<file path="config.mk">
export PLATFORM = sky130hd
export DESIGN_NAME = instr_decode_stage_flat
export DESIGN_NICKNAME = d
export VERILOG_FILES = /design/src/rtl/instr_decode_if.sv /design/src/rtl/instr_decode_stage.sv /design/src/flat_wrapper.sv
export SDC_FILE = /design/constraint.sdc
export NUM_CORES = 1
export LEC_CHECK = 0
export ABC_AREA = 1
export BUFFER_PORTS_ARGS = -buffer_cell sky130_fd_sc_hd__buf_2
export CORE_ASPECT_RATIO = 0.9
export CORE_MARGIN = 2
export CORE_UTILIZATION = 35
export DETAILED_ROUTE_END_ITERATION = 6
export GPL_TIMING_DRIVEN = 0
export SYNTH_ARGS = -nofsm -noshare
export SYNTH_HDL_FRONTEND = slang
export SYNTH_SLANG_ARGS = --single-unit
</file>
<file path="constraint.sdc">
create_clock -name clk -period 6.1 [get_ports clk]
set_input_delay 0.915 -clock clk [delete_from_list [all_inputs] [get_ports clk]]
set_output_delay 0.915 -clock clk [all_outputs]
set_load 0.01 [all_outputs]
</file>
<file path="src/rtl/instr_decode_if.sv">
// Fetch/decode/execute handshake bundle for instr_decode_stage.
// illegal_seen exists only when DECODE_ILLEGAL_TRAP_EN is defined.
interface instr_decode_if #(
  parameter int XLEN = 32
);
  logic            in_valid;
  logic            in_ready;
  logic [31:0]     in_instr;
  logic [XLEN-1:0] in_pc;
  logic            flush;
  logic            out_valid;
  logic            out_ready;
  logic            LUP;
  logic            UB;
  logic            CB;
  logic            MEM;
  logic            ALU_IMM;
  logic            ALU_REG;
  logic            IOP;
  logic            FC;
  logic [2:0]      finite_control_sig;
  logic [4:0]      rs1;
  logic [4:0]      rs2;
  logic [4:0]      rd;
  logic [31:0]     port2_imm;
  logic [XLEN-1:0] pc_out;
  logic            illegal;
`ifdef DECODE_ILLEGAL_TRAP_EN
  logic            illegal_seen;
`endif

  modport master (
    output in_valid, in_instr, in_pc, flush, out_ready,
    input  in_ready, out_valid, LUP, UB, CB, MEM, ALU_IMM, ALU_REG, IOP, FC,
           finite_control_sig, rs1, rs2, rd, port2_imm, pc_out, illegal
`ifdef DECODE_ILLEGAL_TRAP_EN
           , illegal_seen
`endif
  );

  modport slave (
    input  in_valid, in_instr, in_pc, flush, out_ready,
    output in_ready, out_valid, LUP, UB, CB, MEM, ALU_IMM, ALU_REG, IOP, FC,
           finite_control_sig, rs1, rs2, rd, port2_imm, pc_out, illegal
`ifdef DECODE_ILLEGAL_TRAP_EN
           , illegal_seen
`endif
  );
endinterface

</file>
<file path="src/rtl/instr_decode_stage.sv">
// RV32I decode stage with a 2-entry skid queue between fetch and execute.
// Optional macro DECODE_ILLEGAL_TRAP_EN: flag illegal entries and keep a sticky illegal_seen.
module instr_decode_stage #(
  parameter int XLEN   = 32,
  parameter int QDEPTH = 2
) (
  input  logic          clk,
  input  logic          rst,
  instr_decode_if.slave bus
);

  typedef struct packed {
    logic            lup;
    logic            ub;
    logic            cb;
    logic            mem;
    logic            alu_imm;
    logic            alu_reg;
    logic            iop;
    logic            fc;
    logic [2:0]      fcs;
    logic [4:0]      rs1;
    logic [4:0]      rs2;
    logic [4:0]      rd;
    logic [31:0]     imm;
    logic [XLEN-1:0] pc;
`ifdef DECODE_ILLEGAL_TRAP_EN
    logic            illegal;
`endif
  } dec_t;

  typedef enum logic [1:0] {EMPTY, ONE, TWO} state_e;

  function automatic dec_t decode(input logic [31:0] w, input logic [XLEN-1:0] pc);
    dec_t        d;
    dec_t        bub;
    logic        legal;
    logic [2:0]  f3;
    logic [6:0]  f7;
    logic [31:0] imm_i, imm_s, imm_b, imm_j, imm_u;
    f3    = w[14:12];
    f7    = w[31:25];
    imm_i = {{20{w[31]}}, w[31:20]};
    imm_s = {{20{w[31]}}, w[31:25], w[11:7]};
    imm_b = {{19{w[31]}}, w[31], w[7], w[30:25], w[11:8], 1'b0};
    imm_j = {{11{w[31]}}, w[31], w[19:12], w[20], w[30:21], 1'b0};
    imm_u = {w[31:12], 12'b0};
    bub     = '0;
    bub.rs1 = w[19:15];
    bub.rs2 = w[24:20];
    bub.rd  = w[11:7];
    bub.pc  = pc;
    d       = bub;
    d.fc    = 1'b1;
    d.fcs   = f3;
    legal   = 1'b0;
    if (w[1:0] == 2'b11) begin
      case (w[6:2])
        5'b01101: begin d.lup = 1'b1; d.iop = 1'b1; d.fc = 1'b0; d.fcs = '0; d.imm = imm_u; legal = 1'b1; end
        5'b00101: begin d.lup = 1'b1; d.fc = 1'b0; d.fcs = '0; d.imm = imm_u; legal = 1'b1; end
        5'b11011: begin d.ub = 1'b1; d.fcs = 3'b010; d.imm = imm_j; legal = 1'b1; end
        5'b11001: begin d.ub = 1'b1; d.fcs = 3'b011; d.imm = imm_i; legal = (f3 == 3'b000); end
        5'b11000: begin d.cb = 1'b1; d.imm = imm_b; legal = (f3 != 3'b010) && (f3 != 3'b011); end
        5'b00000: begin
          d.mem = 1'b1; d.imm = imm_i;
          legal = (f3 != 3'b011) && (f3 != 3'b110) && (f3 != 3'b111);
        end
        5'b01000: begin d.mem = 1'b1; d.iop = 1'b1; d.imm = imm_s; legal = (f3 <= 3'b010); end
        5'b00100: begin
          d.alu_imm = 1'b1; d.imm = imm_i;
          d.iop     = (f3 == 3'b101) ? w[30] : 1'b0;
          if (f3 == 3'b001)      legal = (f7 == 7'b0000000);
          else if (f3 == 3'b101) legal = (f7 == 7'b0000000) || (f7 == 7'b0100000);
          else                   legal = 1'b1;
        end
        5'b01100: begin
          d.alu_reg = 1'b1;
          d.iop     = ((f3 == 3'b000) || (f3 == 3'b101)) ? w[30] : 1'b0;
          legal     = (f7 == 7'b0000000) ||
                      ((f7 == 7'b0100000) && ((f3 == 3'b000) || (f3 == 3'b101)));
        end
        default: legal = 1'b0;
      endcase
    end
    if (!legal) begin
      d = bub;
`ifdef DECODE_ILLEGAL_TRAP_EN
      d.illegal = 1'b1;
`endif
    end
    return d;
  endfunction

  state_e state_q, state_d;
  dec_t   ent_q [QDEPTH];
  dec_t   ent_d [QDEPTH];
  dec_t   dec_in;
  dec_t   head;
  logic   push, pop;

  assign dec_in        = decode(bus.in_instr, bus.in_pc);
  assign bus.in_ready  = (state_q != TWO);
  assign bus.out_valid = (state_q != EMPTY);
  assign push          = bus.in_valid & bus.in_ready;
  assign pop           = bus.out_valid & bus.out_ready;

  // Flush wins over push and pop; entry 0 is always the head.
  always_comb begin
    state_d = state_q;
    ent_d   = ent_q;
    if (bus.flush) begin
      state_d = EMPTY;
    end else begin
      case (state_q)
        EMPTY: if (push) begin state_d = ONE; ent_d[0] = dec_in; end
        ONE: begin
          if (push && pop)  ent_d[0] = dec_in;
          else if (push)    begin state_d = TWO; ent_d[1] = dec_in; end
          else if (pop)     state_d = EMPTY;
        end
        TWO: if (pop) begin state_d = ONE; ent_d[0] = ent_q[1]; end
        default: state_d = EMPTY;
      endcase
    end
  end

  always_ff @(posedge clk or posedge rst) begin
    if (rst) state_q <= EMPTY;
    else     state_q <= state_d;
  end

  always_ff @(posedge clk) begin
    ent_q <= ent_d;
  end

  // Payload is only meaningful while valid; force zeros otherwise.
  assign head = bus.out_valid ? ent_q[0] : '0;

  assign bus.LUP                = head.lup;
  assign bus.UB                 = head.ub;
  assign bus.CB                 = head.cb;
  assign bus.MEM                = head.mem;
  assign bus.ALU_IMM            = head.alu_imm;
  assign bus.ALU_REG            = head.alu_reg;
  assign bus.IOP                = head.iop;
  assign bus.FC                 = head.fc;
  assign bus.finite_control_sig = head.fcs;
  assign bus.rs1                = head.rs1;
  assign bus.rs2                = head.rs2;
  assign bus.rd                 = head.rd;
  assign bus.port2_imm          = head.imm;
  assign bus.pc_out             = head.pc;

`ifdef DECODE_ILLEGAL_TRAP_EN
  logic seen_q, seen_d;
  assign seen_d = seen_q | (pop & head.illegal);
  always_ff @(posedge clk or posedge rst) begin
    if (rst) seen_q <= 1'b0;
    else     seen_q <= seen_d;
  end
  assign bus.illegal      = head.illegal;
  assign bus.illegal_seen = seen_q;
`else
  assign bus.illegal = 1'b0;
`endif

endmodule

</file>
<file path="src/flat_wrapper.sv">
// flat-port wrapper written by rule: the top's interface ports become plain ports
module instr_decode_stage_flat 
#(
  parameter int XLEN   = 32,
  parameter int QDEPTH = 2
)
  (clk, rst, bus_in_valid, bus_in_instr, bus_in_pc, bus_flush, bus_out_ready, bus_in_ready, bus_out_valid, bus_LUP, bus_UB, bus_CB, bus_MEM, bus_ALU_IMM, bus_ALU_REG, bus_IOP, bus_FC, bus_finite_control_sig, bus_rs1, bus_rs2, bus_rd, bus_port2_imm, bus_pc_out, bus_illegal);
  instr_decode_if #(.XLEN(XLEN)) bus_i ();
  input  logic clk;
  input  logic rst;
  input wire logic [$bits(bus_i.in_valid)-1:0] bus_in_valid;
  input wire logic [$bits(bus_i.in_instr)-1:0] bus_in_instr;
  input wire logic [$bits(bus_i.in_pc)-1:0] bus_in_pc;
  input wire logic [$bits(bus_i.flush)-1:0] bus_flush;
  input wire logic [$bits(bus_i.out_ready)-1:0] bus_out_ready;
  output wire logic [$bits(bus_i.in_ready)-1:0] bus_in_ready;
  output wire logic [$bits(bus_i.out_valid)-1:0] bus_out_valid;
  output wire logic [$bits(bus_i.LUP)-1:0] bus_LUP;
  output wire logic [$bits(bus_i.UB)-1:0] bus_UB;
  output wire logic [$bits(bus_i.CB)-1:0] bus_CB;
  output wire logic [$bits(bus_i.MEM)-1:0] bus_MEM;
  output wire logic [$bits(bus_i.ALU_IMM)-1:0] bus_ALU_IMM;
  output wire logic [$bits(bus_i.ALU_REG)-1:0] bus_ALU_REG;
  output wire logic [$bits(bus_i.IOP)-1:0] bus_IOP;
  output wire logic [$bits(bus_i.FC)-1:0] bus_FC;
  output wire logic [$bits(bus_i.finite_control_sig)-1:0] bus_finite_control_sig;
  output wire logic [$bits(bus_i.rs1)-1:0] bus_rs1;
  output wire logic [$bits(bus_i.rs2)-1:0] bus_rs2;
  output wire logic [$bits(bus_i.rd)-1:0] bus_rd;
  output wire logic [$bits(bus_i.port2_imm)-1:0] bus_port2_imm;
  output wire logic [$bits(bus_i.pc_out)-1:0] bus_pc_out;
  output wire logic [$bits(bus_i.illegal)-1:0] bus_illegal;
  assign bus_i.in_valid = bus_in_valid;
  assign bus_i.in_instr = bus_in_instr;
  assign bus_i.in_pc = bus_in_pc;
  assign bus_i.flush = bus_flush;
  assign bus_i.out_ready = bus_out_ready;
  assign bus_in_ready = bus_i.in_ready;
  assign bus_out_valid = bus_i.out_valid;
  assign bus_LUP = bus_i.LUP;
  assign bus_UB = bus_i.UB;
  assign bus_CB = bus_i.CB;
  assign bus_MEM = bus_i.MEM;
  assign bus_ALU_IMM = bus_i.ALU_IMM;
  assign bus_ALU_REG = bus_i.ALU_REG;
  assign bus_IOP = bus_i.IOP;
  assign bus_FC = bus_i.FC;
  assign bus_finite_control_sig = bus_i.finite_control_sig;
  assign bus_rs1 = bus_i.rs1;
  assign bus_rs2 = bus_i.rs2;
  assign bus_rd = bus_i.rd;
  assign bus_port2_imm = bus_i.port2_imm;
  assign bus_pc_out = bus_i.pc_out;
  assign bus_illegal = bus_i.illegal;
  instr_decode_stage #(.XLEN(XLEN), .QDEPTH(QDEPTH)) u_core (.clk(clk), .rst(rst), .bus(bus_i));
endmodule
</file>
; Word-level counts from Yosys, hierarchy flattened
; Index checks and enable logic that the tools add are counted.
[totals]
ff_bits = 182
input_bits = 69
out_inout_bits = 93
wordCells = 114
[op_classes]
magnitude_cmp = 1
n_eq_ne = 26
n_mux = 31
bitwise_logic = 4
reduce_logical = 23
[ops]
columns = op, n
row1 = $mux 90, 5
row2 = $pmux 90 s3, 1
row3 = $pmux 32 s5, 1
row4 = $mux 32, 1
row5 = $eq 5x4->1 const B, 3
row6 = $eq 5x5->1 const B, 3
row7 = $mux 1, 12
row8 = $mux 2, 6
row9 = $ne 3x2->1 const B, 4
row10 = $mux 11, 1
row11 = $eq 5x3->1 const B, 2
row12 = $ne 3x3->1 const B, 3
row13 = $pmux 3 s3, 1
row14 = $reduce_and 4->1, 2
row15 = $reduce_or 2->1, 4
row16 = $eq 7x6->1 const B, 1
row17 = $logic_not 7->1, 1
row18 = $pmux 1 s7, 1
row19 = $ne 2x1->1 const B, 3
row20 = $pmux 2 s3, 1
row21 = $reduce_or 3->1, 2
row22 = $logic_and 1x1->1, 5
row23 = $logic_not 5->1, 1
row24 = $reduce_and 5->1, 1
row25 = other kinds (15), 20

; Logic depth before layout (Yosys ltp)
[logic_depth]
word_depth = 9
ltp_mapped = 12
ltp_nobuf = 11

; Worst setup path before layout
; Ideal clock, no wire load.
[synth_timing]
path_type = input -> register
start = input port bus_out_ready
end = register u_core.ent_q[100] in the netlist's numbering (enable)
setup_time_ns = 0.568
t_arrival_ns = 5.665
t_required_ns = 5.532
setup_slack_ns = -0.134
cell_stages = 6
n_path_buf = 0
path_cell_list = nand2_1 > nor2_1 > inv_1 > nand3_1 > o2111ai_1 > a21oi_1
[synth_via]
elab_chain_cells = 4
elab_cells_between_ends = 5
cone_classes = eq/ne: 2 / bitwise: 1 / reduce/logical: 2
[synth_lines]
columns = item, line_no
row1 = start: declaration, flat_wrapper.sv:15  ; input wire logic [$bits(bus_i.out_ready)-1:0] bus_out_ready;
row2 = $and 1x1->1 *, instr_decode_stage.sv:105  ; assign pop = bus.out_valid & bus.out_ready;
row3 = $logic_and 1x1->1, instr_decode_stage.sv:117  ; if (push && pop) ent_d[0] = dec_in;
row4 = $ne 2x1->1 (no source line), n/a
row5 = $reduce_and 5->1 (no source line) *, n/a
row6 = end signal: assignment, instr_decode_stage.sv:133  ; ent_q <= ent_d;
row7 = end: declaration, instr_decode_stage.sv:95  ; dec_t ent_q [QDEPTH];
; Every way passes the cells marked *; elsewhere a longest branch is shown, timed or not.
; A chain may end at the register's enable or synchronous reset.

; Worst setup path in the final report
[layout_timing]
start = register u_core.state_q[1]
end = output port bus_MEM
[layout_via]
elab_chain_cells = 2
[layout_lines]
columns = item, line_no
row1 = start: declaration, instr_decode_stage.sv:94  ; state_e state_q, state_d;
row2 = start signal: assignment, instr_decode_stage.sv:129  ; else state_q <= state_d;
row3 = $reduce_bool 2->1, instr_decode_stage.sv:103  ; assign bus.out_valid = (state_q != EMPTY);
row4 = $mux 90, instr_decode_stage.sv:137  ; assign head = bus.out_valid ? ent_q[0] : '0;
row5 = end: declaration, flat_wrapper.sv:21  ; output wire logic [$bits(bus_i.MEM)-1:0] bus_MEM;
; Every way passes these cells.

==> results.json <==
{
  "cp_cell_sequence": "inv_1, nand2_1, inv_2, clkbuf_1, nor2_1, buf_2",
  "critPathTopFamily": "buffers and inverters",
  "hp-class": "input pin to async pin",
  "syn-instance-count": 925,
  "yosys-top-cells-count": "281 x nand2_1, 180 x edfxtp_1, 148 x nor2_1",
  "ir_worst_vdd_v": 0.000178,
  "avgRoutedWirePerCell_um": 15.7,
  "grt_pass1_wl_mm": 35.1,
  "die_x_um": 170,
  "clkLatencyLatePin_ns": 0.43,
  "clock-sinks": 182,
  "drtIter0Drc": 588,
  "grt_pass1_vias": 6286,
  "ys_seq_area_frac": 0.632,
  "synth_ff_type": "edfxtp_1",
  "num_vias": 6688,
  "synth_top_area_cell": "edfxtp_1",
  "synth_cell_type_count": 32,
  "drc": 0,
  "fin_skew_ns": 0.0103,
  "dieArea_mm2": 0.0259,
  "fin_total_pwr_w": 0.00301,
  "synth_edf_count": 180,
  "cts_setup_buffers": 0,
  "finalSetupViolCount": 0,
  "path_buf_inv": 4,
  "yosys_warnings": 0,
  "status": "finished, final reports clean",
  "syn_to_final_growth_pct": 22.5,
  "setup_ws_ns": 3.00,
  "die_y_um": 153,
  "p_per_area_mw_per_mm2": 285,
  "fin_nets": 1179,
  "firstDrtPassIters": 5,
  "dp_hpwl_mm": 16.3,
  "synth.top_cell.area_share": 0.626,
  "cp-start-kind": "flip-flop",
  "leakage_nw": 4.91,
  "detail-route-antenna-nets": 0,
  "totalWireLength_mm": 22.6,
  "cts_hold_buffers": 0,
  "arrival_ns": 2.19,
  "finalMaxSlewViolations": 0,
  "ff2ff_setup_slack_ns": 3.06,
  "cts_tree": "yes",
  "avgSynthCellArea_um2": 9.33,
  "cts_resized": 0,
  "tightest_slew_ns": 0.950,
  "rsz0062_at_grt": "false",
  "path_class": "flip-flop to primary output",
  "cts_root_buffer": "clkbuf_16",
  "cts_made_buffers": 17,
  "slew_headroom": 0.365,
  "drv_cap": 0,
  "clockBufferDepth": 2,
  "ys_top_cells_by_area": "edfxtp_1 63%, nand2_1 12%, nor2_1 6.4%",
  "drive_gt1_frac": 0.214,
  "gp_congestion": 0.887,
  "grt_overflow_total": 0,
  "cts_max_level": 4,
  "syn_area_mm2": 0.00863,
  "critPathSlowestCell": "clkbuf_1",
  "grt_usage": 0.176,
  "whs_ns": 0.323,
  "synthArstFlopShare": 0.0110,
  "post-synth-top-count-cell": "nand2_1",
  "antenna_found_initial": 3,
  "cp-end-kind": "primary output",
  "cp.required_ns": 5.18,
  "fmax_ghz": 0.322,
  "path_max_fanout": 10,
  "synth_seq_cells": 182,
  "std_cell_rows": 54,
  "period_needed_ns": 3.10,
  "syn_nets": 994,
  "path_clk_slew_ns": 0.07,
  "hold_viol_final": 0,
  "r2r_cells": 7,
  "post_drt_via_cell_ratio": 4.66,
  "fin_crit_sh": 0.509,
  "cpPeakStageDelay_ns": 0.55,
  "timing.rr.start": "u_core.state_q[0]",
  "post-place-ws_ns": 2.95,
  "port_buffers": 160,
  "r2r-end": "u_core.ent_q[145]",
  "grt_max_degree": 31,
  "io-pin-count": 162,
  "start_util": 0.356,
  "coreArea_mm2": 0.0243
}
[area by class of cell]
| cell class | count | area [µm²] |
|---|---|---|
| clock inverter | 15 | 164 |
| buffer | 45 | 241 |
| tap | 308 | 385 |
| inverter | 150 | 563 |
| antenna | 3 | 7.51 |
| sequential | 182 | 5460 |
| clock buffer | 17 | 425 |
| timing repair buffer | 166 | 943 |
| fill | 2412 | 13700 |
| multi-input combinational | 548 | 2390 |
[flip-flops by register name, indices dropped and copies added (netlist names)]
name and flops:
u_core.ent_q 180, u_core.state_q 2
[placed cells by master, fill, tap and decap left out, types with 2 or more instances in the layout]
cell / n
a21oi_1: 4
a21oi_2: 2
buf_1: 5
buf_12: 3
buf_16: 3
buf_2: 162
buf_4: 2
buf_6: 7
clkbuf_1: 28
clkbuf_16: 17
clkinv_4: 3
clkinvlp_4: 3
dfrtp_1: 2
diode_2: 3
edfxtp_1: 180
inv_1: 144
inv_2: 5
inv_6: 4
inv_8: 3
nand2_1: 281
nand2_2: 3
nand2_4: 2
nand3_1: 10
nand4_1: 43
nor2_1: 147
nor2_2: 2
nor2_4: 2
nor3_1: 3
nor3_2: 9
o21ai_0: 28
o22ai_1: 4
[metrics by stage]
stage                     instances  area, µm²  utilization  TNS, ns
after CTS                      1431      10600        0.436        0
after detailed placement       1399       9980        0.411        0
after global routing           1433      10600        0.436        0
after floorplan                 925       8640            -        0
after global placement         1393       9820        0.405  -151.03
final                          1434      10600        0.436        0
[power by group]
part | internal [W] | leakage [nW] | switching (W) | total, W
combinational | 0.000137 | 2.86 | 0.000297 | 0.000434
sequential | 0.00146 | 1.77 | 0.0000177 | 0.00148
clock | 0.000582 | 0.280 | 0.000518 | 0.00110
total | 0.00218 | 4.91 | 0.000833 | 0.00301
[per-layer routing]
metal | GRT usage | share of wire
met1 | 0.257 | 0.47
met5 | 0 | 0
met3 | 0.0277 | 0.055
met2 | 0.264 | 0.45
met4 | 0.0659 | 0.019
[worst max path at each step]
stage | from | to | slack (ns) | cells past startpoint
floorplan | bus_out_ready | u_core.ent_q[0] | 0.60 | 5
global placement | bus_out_ready | u_core.ent_q[58] | -1.67 | 6
detailed placement | bus_in_valid | u_core.ent_q[150] | 2.95 | 9
CTS | u_core.state_q[0] | bus_rd[1] | 2.87 | 6
global route | u_core.state_q[1] | bus_rd[1] | 2.72 | 6
finish | u_core.state_q[1] | bus_MEM | 3.00 | 6
[logic make-up (layout without fill, tap and decap cells)]
family                 after synthesis  after routing  synth area share
buffers and inverters              195            393            0.0932
and+or+nand+nor                    505            505             0.247
AOI/OAI and AO/OA                   42             42            0.0271
DFF                                182            182             0.632
other                                1              4          0.000434
(Power assumes the default switching activity.)
